$ cat config.mk
export PLATFORM = sky130hd
export DESIGN_NAME = seq_div_8by4
export DESIGN_NICKNAME = d
export VERILOG_FILES = /design/src/rtl/seq_div_8by4.sv
export SDC_FILE = /design/constraint.sdc
export NUM_CORES = 1
export LEC_CHECK = 0
export BUFFER_PORTS_ARGS = -buffer_cell sky130_fd_sc_hd__buf_4
export CAP_MARGIN = 15
export CORE_MARGIN = 3
export CORE_UTILIZATION = 30
export DETAILED_ROUTE_END_ITERATION = 6
export GPL_TIMING_DRIVEN = 0
export PLACE_DENSITY_LB_ADDON = 0.08
export SLEW_MARGIN = 15
export SYNTH_ARGS = -nofsm -noshare
export SYNTH_HDL_FRONTEND = slang
export SYNTH_SLANG_ARGS = --single-unit
$ cat constraint.sdc
create_clock -name CK -period 4.3 [get_ports CK]
set_input_delay 0.215 -clock CK [delete_from_list [all_inputs] [get_ports CK]]
set_output_delay 0.215 -clock CK [all_outputs]
set_load 0.01 [all_outputs]
$ cat src/rtl/seq_div_8by4.sv
// seq_div_8by4: sequential restoring divider, 2W-bit dividend / W-bit divisor.
// Produces a W-bit quotient and remainder after W iterations. The START/READY
// handshake matches the shift-add multiplier so the two can be chained.
// Optional macro SEQDIV_DZ_FLAG_EN adds a DZ divide-by-zero flag and forces
// REM to 0 on a divide-by-zero load.
module seq_div_8by4 #(
  parameter int W = 4
) (
  input  logic           CK,
  input  logic           RN,
  input  logic           START,
  input  logic [2*W-1:0] DIVD,
  input  logic [W-1:0]   DIVS,
  output logic [W-1:0]   QUO,
  output logic [W-1:0]   REM,
  output logic           OVF,
  output logic           READY
`ifdef SEQDIV_DZ_FLAG_EN
  ,
  output logic           DZ
`endif
);

  // One extra counter bit so the count can reach W without wrapping.
  localparam int CW = $clog2(W) + 1;

  typedef enum logic [1:0] {IDLE = 2'd0, RUN = 2'd1, DONE = 2'd2} state_t;

  state_t        state, state_nxt;
  logic [W-1:0]  rem_q, qsh_q, dsr_q;
  logic [CW-1:0] cnt_q;
  logic          ovf_q;

  // Load-edge decode.
  logic [W-1:0]  hi, lo, rem_ld;
  logic          dz_ld, ovf_ld;

  // One restoring iteration.
  logic [W:0]    t, diff;
  logic          ge;
  logic          last_iter;

  assign hi     = DIVD[2*W-1:W];
  assign lo     = DIVD[W-1:0];
  assign dz_ld  = (DIVS == '0);
  // Quotient fits in W bits only if the high half is strictly below the divisor.
  assign ovf_ld = dz_ld || (hi >= DIVS);
`ifdef SEQDIV_DZ_FLAG_EN
  assign rem_ld = dz_ld ? '0 : hi;
`else
  assign rem_ld = hi;
`endif

  // rem < dsr holds in RUN, so the shifted partial remainder fits in W+1 bits.
  assign t         = {rem_q, qsh_q[W-1]};
  assign diff      = t - {1'b0, dsr_q};
  assign ge        = (t >= {1'b0, dsr_q});
  assign last_iter = (cnt_q == CW'(W - 1));

  // State register.
  always_ff @(posedge CK or negedge RN) begin
    if (!RN) state <= IDLE;
    else     state <= state_nxt;
  end

  // Next-state: START restarts from any state; RUN ends after the W-th step.
  always_comb begin
    state_nxt = state;
    if (START) begin
      state_nxt = ovf_ld ? DONE : RUN;
    end else if (state == RUN && last_iter) begin
      state_nxt = DONE;
    end
  end

  // Datapath: operand load, overflow result, or one shift/subtract step.
  always_ff @(posedge CK or negedge RN) begin
    if (!RN) begin
      rem_q <= '0;
      qsh_q <= '0;
      dsr_q <= '0;
      cnt_q <= '0;
      ovf_q <= 1'b0;
    end else if (START) begin
      dsr_q <= DIVS;
      cnt_q <= '0;
      if (ovf_ld) begin
        rem_q <= rem_ld;
        qsh_q <= '1;
        ovf_q <= 1'b1;
      end else begin
        rem_q <= hi;
        qsh_q <= lo;
        ovf_q <= 1'b0;
      end
    end else if (state == RUN) begin
      rem_q <= ge ? diff[W-1:0] : t[W-1:0];
      qsh_q <= {qsh_q[W-2:0], ge};
      cnt_q <= cnt_q + 1'b1;
    end
  end

`ifdef SEQDIV_DZ_FLAG_EN
  logic dz_q;

  // Divide-by-zero flag, captured on the load edge and held like OVF.
  always_ff @(posedge CK or negedge RN) begin
    if (!RN)        dz_q <= 1'b0;
    else if (START) dz_q <= dz_ld;
  end

  assign DZ = dz_q;
`endif

  // Outputs: the quotient shift register doubles as the QUO holding register.
  always_comb begin
    READY = (state != RUN);
    QUO   = qsh_q;
    REM   = rem_q;
    OVF   = ovf_q;
  end

endmodule

* Yosys cells after proc, flatten, opt, wreduce, memory -nomap -nowiden
Index checks and enable logic that the tools add are counted. W data, S select, Z words.
Operators by class: add/subtract/negate cells 2, order comparisons 2, eq/ne operators 3, multiplexer cells 12, reductions and logical operators 5
Operator list (count):
- $mux W4 | 6
- $mux W2 | 3
- $mux W3 | 2
- $ge A5 B4 Y1 | 1
- $ge A4 B4 Y1 | 1
- $logic_not A4 Y1 | 1
- $reduce_bool A2 Y1 | 2
- $sub A4 B4 Y4 | 1
- $add A3 B1 Y3 const B | 1
- $eq A3 B2 Y1 const B | 1
- $eq A2 B1 Y1 const B | 1
- $ne A2 B1 Y1 const B | 1
- $logic_and A1 B1 Y1 | 1
- $logic_or A1 B1 Y1 | 1
- $mux W1 | 1
Word-level totals: register bits 18, input port bits 15, output and inout bits 10, word-level logic and storage cells 30

* Longest topological paths before layout
depth after elaboration 4, gate-level depth with buffers 7, gate-level depth less buffers 7

* Worst setup path before layout
Ideal clock, no wire load.
path kind register -> register, from register rem_q[1], in the netlist REM[1], to register rem_q[3], in the netlist REM[3], setup time 0.126 ns, arrival 1.635 ns, required time 4.174 ns, path slack 2.539 ns, stages on the path, launching flop included 6, path buffers 0, period minus slack after synthesis 1.761 ns, path through dfrtp_1 -> ha_1 -> or2_4 -> a211oi_4 -> nor2_2 -> o311a_1
On the way: word-level cells in the longest chain between the ends 4, elaborated cells on any way between the ends 5, classes of those cells 1 x add/sub; 1 x order compare; 3 x mux
Ends and longest elaborated chain:
- from (decl) | RTL line 30 | logic [W-1:0] rem_q, qsh_q, dsr_q;
- from (signal assigned) | RTL line 88 | rem_q <= rem_ld;
- from (signal assigned) | RTL line 92 | rem_q <= hi;
- from (signal assigned) | RTL line 97 | rem_q <= ge ? diff[W-1:0] : t[W-1:0];
- $sub A4 B4 Y4 or $ge A5 B4 Y1 (tied branches) | RTL line 56, 57
- $mux W4 * | RTL line 97
- $mux W4 * | RTL line 96 | end else if (state == RUN) begin
- $mux W4 * | RTL line 84 | end else if (START) begin
Every way passes the cells marked *; elsewhere a longest branch is shown, timed or not. The select of a mux whose other input is x is not followed. A chain may end at the register's enable or synchronous reset.

* Worst setup path after layout
Ends and elaborated chain as after synthesis.

==> metrics.md <==
| Metric | Value |
|---|---|
| Run status | `finished clean` |
| Longest Clk Path Bufs | `2` |
| Initial drt markers | `38` |
| Power Density | `roughly 380 mW/mm²` |
| CP Data Arrival Time | `2.02 ns` |
| H-tree depth | `1` |
| Post-synth EDFFs | `0` |
| # setup viols final | `0` |
| Fin Hold WS | `~0.19 ns` |
| Synth top area share | `0.382` |
| Vias in the first global route | `approximately 1,000` |
| RePlAce Congestion | `roughly 0.8` |
| Inserted Diodes | `0` |
| CP endpoint kind | `flop` |
| Final hold vios | `0` |
| VDD IR max | `0.132 mV` |
| IO Pins | `25` |
| Die Wd | `between 60 and 70 µm` |
| Commonest non-fill, non-tap cell in the layout | `buf_4` |
| Routed WL | `2820 µm` |
| TNS Setup | `0 ns` |
| Setup WS post-layout | `2.42 ns` |
| Tcrit/Tclk final | `0.438` |
| Synth cell types | `43` |
| Critical path peak fanout | `5` |
| Most frequent cells in the layout | `24 x buf_4, 18 x dfrtp_1, 15 x inv_1` |
| Total clock buffers created by CTS | `3` |
| Yosys Warn Count | `0` |
| Antenna violation net count after detailed routing | `0` |
| Clk_lat worst skew | `0.26 ns` |
| Area grow syn2layout | `25.9%` |
| Cell Rows | `22` |
| Die ar. | `around 0.0047 mm²` |
| Filler cells | `392` |
| Setup Skew | `0.00536 ns` |
| Min-Delay Path Class | `primary input to flop` |
| First-pass detailed-route iteration total | `2` |
| Maxcap violations | `0` |
| Tmin final | `approximately 1.9 ns` |
| Non-Filler Instances | `203` |
| Overall Power | `561 µW` |
| Drt wl/cell | `between 10 and 15 µm` |
| Mean Syn Cell Area | `9.35 µm²` |
| RSZ-0062 raised after global routing | `false` |
| Sequential share of the synthesized area | `0.382` |
| Synth Instances | `about 130` |
| Dpl hpwl | `2260 µm` |
| Port bufs | `24` |
| Max Clk Rate | `0.532 GHz` |
| Register bit total from synthesis | `18` |
| First-pass GRT wire length | `4820 µm` |
| Largest net degree at the start of global routing | `19` |
| Post-CTS Repair Setup Buffers | `0` |
| Initial antenna violation count | `0` |
| Setup CP Type | `flop to flop` |
| Layout cells sized above 1 | `0.265` |
| CTS root buffer | `clkbuf_8` |
| Worst endpoint required time | `4.44 ns` |
| Slew Limit Fails | `0` |
| Asr flop ratio synth | `1.00` |
| Clk pin slew, worst setup/hold paths | `0.07 ns` |
| Critical path startpoint category | `flop` |
| DR vias/cell | `4.75` |
| Cell Area, Synth | `about 0.0012 mm²` |
| Placed insts | `198` |
| Leak pwr | `slightly below 0.7 nW` |
| Resize count post-CTS | `0` |
| Top_reg_cell synth | `dfrtp_1` |
| Finished Core Util | `0.399` |
| Die Height | `68.7 µm` |
| Area after DPL | `0.00142 mm²` |
| CTS tree | `built` |
| Design Area, Final | `0.00148 mm²` |
| Worst Tran Pin Value | `0.452 ns` |
| Area contributors post-synth | `dfrtp_1 38%, ha_1 11%, a21oi_1 5.9%` |
| Dpl ws | `2.44 ns` |
| All-Layer GR Usage | `0.140` |
| # DRC | `0` |
| CORE AREA | `0.00372 mm²` |
| Synth area leader | `dfrtp_1` |
| Relative slew slack | `0.696` |
| Mapped Nets | `between 150 and 200` |
| # nets final | `182` |
| Grt ovf | `0` |
| Starting Density | `0.317` |
| Hold buffer count at CTS | `1` |
| Vias post-DR | `965` |
| Clock Sinks | `18` |
[Yosys cell counts (all sizes together), types with 2 or more instances]
library cell / number
dfrtp: 18
a21oi: 15
inv: 15
ha: 10
nand2: 9
o21ai: 9
nor2: 8
a211oi: 5
nand3: 3
a211o: 2
a21o: 2
buf: 2
clkbuf: 2
nand2b: 2
nand3b: 2
o21a: 2
or4: 2
[report_power, final]
group          internal (mW)  switching [mW]
combinational         0.0963           0.107
sequential             0.193          0.0225
clock                 0.0815          0.0609
total                  0.371           0.190
[layer usage]
metal	track usage	part of all wire	routed length, µm
met2	0.228	0.47	1330
met4	0.0744	0.019	53
met3	0.0276	0.027	75
met5	0	0	0
met1	0.174	0.48	1350
[sequential cells by signal, indices dropped and copies added (netlist names)]
| name | flops |
|---|---|
| REM | 4 |
| dsr_q | 4 |
| cnt_q | 3 |
| state | 2 |
| QUO | 4 |
| OVF | 1 |
[worst max-delay path: stages (launching register included)]
cell      delay [ns]
dfrtp_1         0.45
ha_1            0.38
or2_4           0.26
a211oi_4        0.33
nor2_2          0.05
o311a_1         0.28
[area by class of cell]
| cell class | count | area [µm²] | area share |
|---|---|---|---|
| timing repair buffer | 25 | 190 | 0.128 |
| sequential | 18 | 450 | 0.304 |
| clock buffer | 4 | 55.1 | 0.0371 |
| buffer | 4 | 17.5 | 0.0118 |
| inverter | 15 | 56.3 | 0.0379 |
| tap | 48 | 60.1 | 0.0405 |
| multi-input combinational | 89 | 654 | 0.441 |
[cells by family (layout without fill, tap and decap cells)]
family,count (synthesis),after routing,share of synthesized area
fa+ha+maj,11,11,0.123
flops,18,18,0.382
buf+inv,19,48,0.0626
xor+xnor,2,2,0.0149
compound gates,42,42,0.241
mux,1,1,0.00955
simple gates,33,33,0.167
[final timing paths]
check                           slack (ns)      from  endpoint  cells after the start
max in group asynchronous             3.73        RN  state[1]                      2
worst max-delay path                  2.42    REM[1]    REM[3]                      5
min in group asynchronous             0.36        RN    REM[0]                      2
worst max register to register        2.42    REM[1]    REM[3]                      5
worst min register to register        0.47  state[0]  state[0]                      1
worst min-delay path                  0.19   DIVD[6]    REM[2]                      3
Power figures use the tool's default switching activity.
